`src/rtl/ahf_pb_sw_conditioner.sv`:
```
// ahf_pb_sw_conditioner
// Board-side input front end for the RISC521 CPU input port.
// - Synchronizes and debounces four slide switches and four pushbuttons.
// - Turns debounced pushbutton presses into event flags for software.
//
// Build option AHF_PB_STICKY_EN:
// - Defined: PB_event holds sticky set/clear flags, and PB_clr acknowledges them.
// - Undefined (default): PB_event is a one-cycle pulse per debounced press,
//   and PB_clr is ignored.
//
// Every bit (4 switches + 4 buttons) runs through an identical channel:
// - a two-flop synchronizer;
// - a debounced level register;
// - a stability counter that must see DEBOUNCE_CYCLES consecutive
//   disagreeing samples before the level register follows the input.

`default_nettype none

module ahf_pb_sw_conditioner #(
    parameter int unsigned DEBOUNCE_CYCLES = 16
) (
    input  logic       Clock,
    input  logic       Reset,
    input  logic [3:0] SW_raw,
    input  logic [3:0] PB_raw,
    input  logic [3:0] PB_clr,
    output logic [3:0] SW_in,
    output logic [3:0] PB_in,
    output logic [3:0] PB_event
);

    // Channel layout: bits [3:0] are switches, bits [7:4] are pushbuttons.
    localparam int unsigned N_CH  = 8;
    localparam int unsigned CNT_W = (DEBOUNCE_CYCLES < 32'd2) ? 1 : $clog2(DEBOUNCE_CYCLES + 32'd1);

    // Terminal count: the sample that completes the stability window.
    localparam logic [CNT_W-1:0] CNT_LAST = CNT_W'(DEBOUNCE_CYCLES - 32'd1);
    localparam logic [CNT_W-1:0] CNT_ONE  = CNT_W'(32'd1);
    localparam logic [CNT_W-1:0] CNT_ZERO = CNT_W'(32'd0);

    // Raw pins gathered into one channel vector.
    logic [N_CH-1:0]  raw_s;

    // Per-channel state.
    logic [N_CH-1:0]  sync1_r;
    logic [N_CH-1:0]  sync2_r;
    logic [N_CH-1:0]  stable_r;
    logic [CNT_W-1:0] cnt_r [N_CH];

    // Next-state values for the debounce registers.
    logic [N_CH-1:0]  stable_nxt_s;
    logic [CNT_W-1:0] cnt_nxt_s [N_CH];

    // Press detection and event flag logic.
    logic [3:0]       press_s;
    logic [3:0]       event_nxt_s;
    logic [3:0]       event_r;

    assign raw_s = {PB_raw, SW_raw};

    // Debounce rule per channel, in priority order:
    // - agreement restarts the window;
    // - the last disagreeing sample of a full window moves the level;
    // - otherwise the counter advances.
    // The counter is cleared both on agreement and on terminal count, so it never wraps.
    always_comb begin
        for (int i = 0; i < N_CH; i++) begin
            stable_nxt_s[i] = stable_r[i];
            cnt_nxt_s[i]    = cnt_r[i];
            if (sync2_r[i] == stable_r[i]) begin
                cnt_nxt_s[i] = CNT_ZERO;
            end else if (cnt_r[i] == CNT_LAST) begin
                stable_nxt_s[i] = sync2_r[i];
                cnt_nxt_s[i]    = CNT_ZERO;
            end else begin
                cnt_nxt_s[i] = cnt_r[i] + CNT_ONE;
            end
        end
    end

    // Press: the edge at which a debounced button level moves from 0 to 1.
    // Releases fall out naturally because only the rising transition is kept.
    always_comb begin
        press_s = stable_nxt_s[7:4] & ~stable_r[7:4];
    end

`ifdef AHF_PB_STICKY_EN
    // Sticky flags: set on press, clear on acknowledge; a same-edge press wins.
    // A press while the flag is already set is absorbed.
    always_comb begin
        event_nxt_s = press_s | (event_r & ~PB_clr);
    end
`else
    // Acknowledge input has no function in pulse mode.
    logic unused_clr_s;
    assign unused_clr_s = ^PB_clr;

    // Pulse flags: one registered cycle per debounced press.
    always_comb begin
        event_nxt_s = press_s;
    end
`endif

    // Synchronizer, debounce and event registers.
    // The reset clears every flop, so a partial count is discarded, and a
    // button held through reset is seen as a fresh 0->1 once it debounces.
    always_ff @(posedge Clock or posedge Reset) begin
        if (Reset) begin
            sync1_r  <= '0;
            sync2_r  <= '0;
            stable_r <= '0;
            event_r  <= '0;
            for (int i = 0; i < N_CH; i++) begin
                cnt_r[i] <= CNT_ZERO;
            end
        end else begin
            sync1_r  <= raw_s;
            sync2_r  <= sync1_r;
            stable_r <= stable_nxt_s;
            event_r  <= event_nxt_s;
            for (int i = 0; i < N_CH; i++) begin
                cnt_r[i] <= cnt_nxt_s[i];
            end
        end
    end

    // Outputs come straight from flops; no input reaches an output combinationally.
    assign SW_in    = stable_r[3:0];
    assign PB_in    = stable_r[7:4];
    assign PB_event = event_r;

endmodule

`default_nettype wire

```
`config.mk`:
```
export PLATFORM = sky130hd
export DESIGN_NAME = ahf_pb_sw_conditioner
export DESIGN_NICKNAME = d
export VERILOG_FILES = /design/src/rtl/ahf_pb_sw_conditioner.sv
export SDC_FILE = /design/constraint.sdc
export NUM_CORES = 1
export LEC_CHECK = 0
export ABC_AREA = 1
export CAP_MARGIN = 20
export CORE_ASPECT_RATIO = 0.75
export CORE_UTILIZATION = 38
export DETAILED_ROUTE_END_ITERATION = 7
export PLACE_DENSITY = 0.56
export SLEW_MARGIN = 20
export SYNTH_ARGS = -nofsm -noshare
export SYNTH_HDL_FRONTEND = slang
export SYNTH_SLANG_ARGS = --single-unit
```
`constraint.sdc`:
```
create_clock -name Clock -period 4.36 [get_ports Clock]
set_input_delay 0.436 -clock Clock [delete_from_list [all_inputs] [get_ports Clock]]
set_output_delay 0.436 -clock Clock [all_outputs]
set_load 0.02 [all_outputs]
```
[Word-level counts from Yosys, hierarchy flattened]
Index checks and enable logic that the tools add are counted.
Storage, ports and cells
  register bits after elaboration: 68
  input bits: 14
  output and inout port bits: 12
Cells by class
  add/sub/neg operators: 8
  equal/unequal tests: 16
  multiplexer cells: 24
  bitwise gates (word level): 6
  reductions and logical operators: 4
Operators by type and width (count)
  2-to-1 mux 5 bit: 16
  adder 5 x 1 -> 5 bit (second input constant): 8
  equality test 5 x 4 -> 1 bit (second input constant): 8
  equality test 1 bit: 8
  2-to-1 mux 1 bit: 8
  AND reduction 2 bit: 4
  AND 4 bit: 1
  NOT 1 bit: 4
  NOT 4 bit: 1

[Depth between registers and ports, before layout]
Gate-level depths: netlist (run 1).
  word-level depth: 4
  gate-level depth with buffers: 5
  depth with buffers taken out: 5

[Worst setup path before layout (run 1)]
No wires, ideal clock.
  path kind: reg2reg
  start point: register cnt_r[0] (netlist bit)
  end point: register cnt_r[0] (netlist bit)
  library setup time: 0.072 ns
  data arrival time: 0.899 ns
  required time: 4.288 ns
  slack: 3.390 ns
  cell stages (with the launch flop): 5
  buffers on the path: 0
  period minus slack after synthesis: 0.970 ns
  cell sequence: dfrtp_1 ha_1 nand4_1 nand2_1 nor2_1
RTL lines
  start, declared: RTL line 48  | logic [CNT_W-1:0] cnt_r [N_CH];
  start signal, assigned by index: RTL line 122  | cnt_r[i] <= cnt_nxt_s[i];

[Worst setup path in the final report (run 1)]
  start point: register stable_r[5]
  end point: output PB_in[1]
RTL lines
  start, declared: RTL line 47  | logic [N_CH-1:0] stable_r;
  start signal, assigned: RTL line 119  | stable_r <= stable_nxt_s;
  end, declared: RTL line 28  | output logic [3:0] PB_in,
No word-level cell between the ends.

==> results list, run 1 <==
- Result of the run: completed
- In this run the vertical extent of the chip is 75.3 µm.
* Synthesized instance count: 294
- Accumulated negative setup slack: 0 ns
* Antenna Nets Post-Route: 0
- Global route total overflow: 0
* Setup violations, final: 0
- Number of vias per cell: 4.19
- CTS saw 68 sinks.
- From left edge to right edge, the die measures 99.7 µm.
- The longest clock path from root to sink contains 2 buffers.
- Multiplexer fraction of the synthesized cell area: 0
* Cell depth of the worst hold path: 0
- Unrepaired setup endpoints after global routing: no
- The tool flagged a number of max-cap violations equal to 0.
- For the final database, setup skew stands at 0.00671 ns.
- GR Util All Layers: 0.126
* Number of buffers added by the clock tree synthesis step: 9
* Net count after synthesis: 316
- Leakage: 1.61 nW
- Critical path peak fanout: 4
- After layout, the design draws a total of 0.00117 W.
- Headroom to the max-slew limit: 0.399
* Worst Setup Start Kind: flop
- Detailed placer's ending HPWL: 2.76 mm
* Top cells by area, synth: sky130_fd_sc_hd__dfrtp_1, sky130_fd_sc_hd__nand2_1, sky130_fd_sc_hd__nor2_1
* Sequential share of power: 0.581
- Adder and majority gate portion of the synthesized area: 0.0368
* Number of core rows: 26
- Critical Path RT: 3.92 ns
- Clock tree synthesis selected as its root buffer the cell sky130_fd_sc_hd__clkbuf_8.
- The share of total power dissipated in the clock network is 0.363.
* Nets: 349
- Overall die area: 0.00750 mm²
- Worst-case reg-to-reg path depth: 4
- Synthesis-stage register bit count: 68
* Final number of hold-violating endpoints: 0
- The analysis attributes to net switching a power of 0.000271 W.
- Of the total power, the share spent switching nets is 0.232.
- Summing every instance area after synthesis gives 0.00272 mm².
- At the end of routability-driven placement, the weighted congestion stood at 0.677.
- The routed design could run at a clock period as short as 1.80 ns.
- Routed wire per std cell: 9.34 µm
* Dominant combinational cell family by area after synthesis: simple AND/OR/NAND/NOR gates
- Synth Area in XOR/XNOR: 0.0258
* Arr. time, crit path: 1.36 ns
- Slowest CP cell: sky130_fd_sc_hd__clkdlybuf4s50_1
* Combinational share of power: 0.056
- Together, buffers and inverters on the worst path number 1.
* Area of the core region: 0.00686 mm²
- Of the total synthesized cell area, the portion taken by AND, OR, NAND and NOR gates is 0.251.
- The setup check on the worst reg-to-reg path leaves a slack of 3.26 ns.
* Ys Warns: 0
* Antenna cells: 0
- The share of the Yosys chip area taken by registers is 0.626.
* Total vias in the final route: 1792
- Yosys mapped the design onto 8 distinct sky130hd cell types.
- The synthesized design spends more area on one cell type than any other, namely sky130_fd_sc_hd__dfrtp_1.
* Hold-fix buffers, CTS: 0
- After clock tree synthesis, the clock-pin slew on the worst setup and hold paths is 0.07 ns.
* TritonCTS clock tree: done
* DRC violation total after the first TritonRoute iteration: 45
* Top-area cell type share of the netlist area: 0.626
- Relative to the synthesized area, the layout overhead comes to 18.3%.
* Worst reg2reg path startpoint: cnt_r[10]
- Internal Pwr Total: 0.000898 W
- Final period util: 0.413
- Crit-path leading delay family: buffers and inverters
* Cell-by-cell listing of the critical path: clkdlybuf4s50_1
- Gates resized during post-CTS repair numbered 0.
* Delay of the slowest cell on the worst path: 0.62 ns
* Ratio of total power to cell area: 363 mW/mm²
* Number of antenna violations at the first check in global routing: 0
* Fin. max-slew vios: 0
- During placement, the flow inserted port buffers numbering 21.
- At the pin with the least slew margin, the transition time is 0.901 ns.
- Max Freq: 556 MHz
- Post-CTS Setup Inserts: 0
* CTS H-tree depth: 3
* Mean instance size in the synthesized netlist: 9.25 µm²
- The layout has 684 filler cells.
- The startpoint identified for the worst hold timing path is sync1_r[5].
* Maximum number of pins on one net before global-route repair: 46
* Classification of the worst setup path: flop to output pin
- For this configuration, the core starts out at a cell density of 0.396.
* Nature of the critical path endpoint: output pin
- Clock latency on the worst-skew pair, taken at its later pin, is 0.34 ns.
- The first detailed-routing pass ran for 4 iterations.
- The worst hold path terminates at sync2_r[5].
- Layout cells sized above 1: 0.0455
* Boundary Pins: 26
- The via count of the first global-routing pass was 1570.
- Highest ir drop seen on vdd: 0.184 mV
- The endpoint identified for the worst register-to-register timing path is cnt_r[10].
- Compound-Gate Fraction of Synth Area: 0
* Class of the most critical hold timing path: flop to flop
* Wire length after detailed routing: 4.00 mm
- The first global-routing pass estimated 6.87 mm of wire.
- For this run, design rule violations remaining after detail routing come to 0.
==> synthesized netlist by cell type <==
cell,number
sky130_fd_sc_hd__nand2_1,76
sky130_fd_sc_hd__nor2_1,58
sky130_fd_sc_hd__dfrtp_1,68
sky130_fd_sc_hd__nand3_1,16
sky130_fd_sc_hd__nand4_1,16
sky130_fd_sc_hd__ha_1,8
sky130_fd_sc_hd__inv_1,44
sky130_fd_sc_hd__xnor2_1,8
==> logic make-up after synthesis <==
logic type / count (synthesis)
and+or+nand+nor: 166
DFF: 68
buffers and inverters: 44
xor gates and xnor gates: 8
adders and majority gates: 8
==> power by group through the flow <==
stage	sequential [W]	combinational [W]	clock, W
6_report	0.000679	0.0000657	0.000424
2_1_floorplan	0.000686	0.0000490	0
3_5_place_dp	0.000690	0.0000682	0
5_1_grt	0.000682	0.0000785	0.000474
3_3_place_gp	0.000690	0.0000675	0
4_1_cts	0.000679	0.0000685	0.000451
==> state kept, by name, summed over array words and instances (netlist names) <==
register,cells
sync2_r,8
PB_event,4
sync1_r,8
stable_r,8
cnt_r,40
==> metrics by stage <==
| step | util | std cells | setup WS (ns) | cell area [µm²] | hold slack [ns] |
|---|---|---|---|---|---|
| floorplan | - | 294 | 2.21 | 2720 | 0.331 |
| global placement | 0.446 | 414 | 2.39 | 3060 | 0.334 |
| detailed placement | 0.446 | 414 | 2.41 | 3060 | 0.337 |
| CTS | 0.469 | 428 | 2.53 | 3220 | 0.349 |
| global route | 0.469 | 428 | 2.50 | 3220 | 0.355 |
| finish | 0.469 | 428 | 2.56 | 3220 | 0.345 |
==> cell type report <==
cell class	instances	area (µm²)	area share
clock inverters	3	15.0	0.00467
repair buffers	22	218	0.0677
clock buffers	11	141	0.0440
flip-flops and latches	68	1700	0.529
multi-input cells	182	853	0.265
inverters	44	165	0.0513
well taps	98	123	0.0381
==> layout by cell type, fill, tap and decap left out <==
cell type,n
sky130_fd_sc_hd__buf_4,1
sky130_fd_sc_hd__clkbuf_1,1
sky130_fd_sc_hd__clkbuf_8,10
sky130_fd_sc_hd__clkdlybuf4s50_1,21
sky130_fd_sc_hd__clkinv_2,3
sky130_fd_sc_hd__dfrtp_1,68
sky130_fd_sc_hd__ha_1,8
sky130_fd_sc_hd__inv_1,43
sky130_fd_sc_hd__inv_2,1
sky130_fd_sc_hd__nand2_1,76
sky130_fd_sc_hd__nand3_1,16
sky130_fd_sc_hd__nand4_1,16
sky130_fd_sc_hd__nor2_1,58
sky130_fd_sc_hd__xnor2_1,8
==> routing by layer <==
layer	vias to the layer above	wire length [µm]	share of wire	GRT usage
met5	-	0	0	0
met1	792	2140	0.54	0.164
li1	968	-	-	-
met2	23	1570	0.39	0.169
met4	0	83	0.021	0.0735
met3	9	207	0.052	0.0631
==> how the worst max path moves through the flow <==
stage                     slack [ns]          end  cells after the start         from
after global routing            2.50     PB_in[1]                      1  stable_r[5]
after detailed placement        2.41   sync1_r[3]                      3        Reset
after CTS                       2.53     PB_in[1]                      1  stable_r[5]
after global placement          2.39   sync2_r[3]                      3        Reset
final                           2.56     PB_in[1]                      1  stable_r[5]
after floorplan                 2.21  PB_event[0]                      1        Reset
No activity file was read; power rests on OpenSTA's default activity.
==> run 2: changes to the inputs <==
clock period = 1.8 ns   (was 4.36 ns; I/O delays follow)
==> run 2 against run 1 <==
Effect of this change:
- first-iteration DRC count rose by 27%
- clock-buffer cell count is 1 higher
- clock power up 140%
- critical path type unchanged
- highest routed layer unchanged
==> results list, run 2 (synthesis results as in run 1) <==
* Clock root buffer master: sky130_fd_sc_hd__clkbuf_8 (unchanged)
- The share of final-layout standard cells stronger than drive strength 1 was 0.0423 (was 0.0455).
- Cell count after placement: 414 (unchanged)
- Number of max-cap violations: 0 (unchanged)
- The total die area came to 0.00750 mm² (unchanged).
- The remaining antenna violation count after routing came to 0 (unchanged).
- The worst hold path endpoint is sync1_r[2] (was sync2_r[5]).
- Synth-to-layout area growth: 18.6% (was 18.3%)
- GR Util All Layers: 0.132 (was 0.126)
* Classification of the worst setup path: flop to output pin (unchanged)
- Register-to-register setup slack: 0.72 ns (was 3.26 ns)
- Total vias in the final route: 1839 (was 1792)
- Unrepaired setup endpoints after global routing: no (unchanged).
* Global route total overflow: 0 (unchanged)
- The number of endpoints failing setup at the final stage was 0 (unchanged).
- The H-tree depth was 3 (unchanged).
- Critical path origin: stable_r[6] (was stable_r[5])
- Clock period minus worst slack: 1.54 ns
- Nature of the critical path endpoint: output pin (unchanged)
- The highest metal layer with signal wires is met4 (unchanged).
- Number of vias per cell: 4.29 (was 4.19)
- Cell depth of the worst hold path: 1 (was 0)
- The logic depth of the worst path, buffers included is 1 (unchanged).
- The highest net fanout along the worst path was 4 (unchanged).
- Class of the most critical hold timing path: primary input to flop (was flop to flop)
- The power density of the placed cells is 872 mW/mm² (was 363 mW/mm²).
- The chip height was 75.3 µm (unchanged).
- Start point of the worst min-delay path: SW_raw[2] (was sync1_r[5])
* DRC violation total after the first TritonRoute iteration: 57 (was 45)
- Highest ir drop seen on vdd: 0.495 mV (was 0.184 mV)
- Clock sink count: 68 (unchanged)
* Via count of the first global-routing pass: 1765 (was 1570)
- Largest register FFs: 40 (unchanged)
- The clock latency on the worst-skew pair is 0.34 ns (about the same).
- Post_cts resized: 0 (unchanged)
- Headroom to the max-slew limit: 0.769 (was 0.399)
* Register with the highest flop count: cnt_r (unchanged)
- The number of buffers inserted by port buffering came to 21 (unchanged).
* Cell-by-cell listing of the critical path: clkdlybuf4s50_1 (unchanged)
- Worst Setup Start Kind: flop (unchanged)
* Hold-fix buffers, CTS: 0 (unchanged)
* Clock transition at the registers of the reported paths: 0.07 ns (about the same)
- Slowest CP cell: sky130_fd_sc_hd__clkdlybuf4s50_1 (unchanged)
- The routed wire length is 4.00 mm (about the same).
- Routed met1 length: 2.05 mm (was 2.14 mm)
* Leakage: 1.61 nW (about the same)
* Delay of the slowest cell on the worst path: 0.62 ns (about the same)
- Detail Route met3 WL: 242 µm (was 207 µm)
- Leading cell types in the layout, fill and taps excluded: sky130_fd_sc_hd__nand2_1, sky130_fd_sc_hd__dfrtp_1, sky130_fd_sc_hd__nor2_1 (unchanged)
* Number of antenna violations at the first check in global routing: 0 (unchanged)
- The number of standard cells in the final layout excluding fillers is 429 (was 428).
- The initial standard-cell utilization of the core was 0.396 (unchanged).
* Result of the run: completed (unchanged)
* Final number of hold-violating endpoints: 0 (unchanged)
- The final RePlAce weighted congestion came to 0.748 (was 0.677).
- The slew of the pin with the lowest slew margin came to 0.346 ns (was 0.901 ns).
- The row count came to 26 (unchanged).
- The number of detailed-routing iterations run before antenna repair was 4 (unchanged).
- Antenna cells: 0 (unchanged)
- Worst-case reg-to-reg path depth: 4 (unchanged)
* Boundary Pins: 26 (unchanged)
- Routed wire per std cell: 9.33 µm (was 9.34 µm)
* TritonCTS clock tree: done (unchanged)
- The final setup slack of the worst path is 0.264 ns (was 2.56 ns).
* Worst reg2reg path startpoint: cnt_r[10] (unchanged)
- Capture instance of the worst register-to-register path: cnt_r[11] (was cnt_r[10])
- The required time of the worst setup path came to 1.62 ns (was 3.92 ns).
- Arr. time, crit path: 1.36 ns (about the same)
- The half-perimeter wire length after detailed placement came to 2.66 mm (was 2.76 mm).
- DRC violation count after routing: 0 (unchanged)
* Area of the core region: 0.00686 mm² (unchanged)
- The pin count of the biggest net entering global routing is 69 (was 46).
- Timing would allow up to 651 MHz.
- The wire length of the first global-routing pass is 7.50 mm (was 6.87 mm).
- Of the available clock period, the critical path in the final layout requires 0.853.
* Most common cell after layout, fill and taps aside: sky130_fd_sc_hd__nand2_1 (unchanged)
* Maximum buffer depth of the clock tree: 2 (unchanged)
- The final net count came to 349 (unchanged).
- The final total negative setup slack is 0 ns (unchanged).
- Worst Skew: 0.00962 ns (was 0.00671 ns)
* Met2 WL post-DR: 1.65 mm (was 1.57 mm)
* Post-CTS Setup Inserts: 0 (unchanged)
- The pre-CTS setup slack is 0.621 ns (was 2.41 ns).
- The die boundary width came to 99.7 µm (unchanged).
- Crit-path leading delay family: buffers and inverters (unchanged)
- The max-slew violation count came to 0 (unchanged).
- The number of buffer and inverter stages on the critical path is 1 (unchanged).
- Utilization of the core after routing: 0.470 (was 0.469)
- Number of buffers added by the clock tree synthesis step: 9 (unchanged)
-- run 2: changes by cell type in the layout (fill, tap and decap cells not counted), sizes merged --
| cell | previous run | this run |
|---|---|---|
| inv | 44 | 43 |
| clkbuf | 11 | 12 |
| clkinvlp | 0 | 1 |
-- run 2: worst max path at each step --
stage	slack (ns)	end
2_1_floorplan	0.83	cnt_r[0]
3_3_place_gp	0.62	PB_in[1]
3_5_place_dp	0.62	PB_in[1]
4_1_cts	0.24	PB_in[1]
5_1_grt	0.20	SW_in[3]
6_report	0.26	PB_in[2]
-- run 2: power by group --
part,internal [W],total (W),switching [W]
Sequential,0.00159,0.00164,0.0000543
Clock,0.000486,0.00101,0.000520
Combinational,0.0000728,0.000163,0.0000902
-- run 2: cell type report --
cell class | count | area (µm²)
clock inverter | 3 | 15.0
fill | 672 | 3640
clock buffer | 12 | 135
sequential | 68 | 1700
tap | 98 | 123
inverter | 44 | 169
timing repair buffer | 22 | 230
multi-input combinational | 182 | 853
-- run 2: metal layers --
metal / vias to the layer above / GRT usage
met3: 8 / 0.0594
met5: - / 0
met1: 835 / 0.161
li1: 968 / -
met2: 28 / 0.204
met4: 0 / 0.0637
-- run 2: through the flow --
stage               power, W  hold WS [ns]  instance area, µm²
floorplan            0.00178         0.211                2720
global placement     0.00184         0.335                3080
detailed placement   0.00184         0.335                3080
CTS                  0.00287         0.259                3230
global route         0.00296         0.253                3230
finish               0.00281         0.278                3230
==> run 3: changes to the inputs <==
SLEW_MARGIN = 30   (was 20)
==> results of run 3 <==
No change in the layout: final DEF, timing and power equal those of run 2.
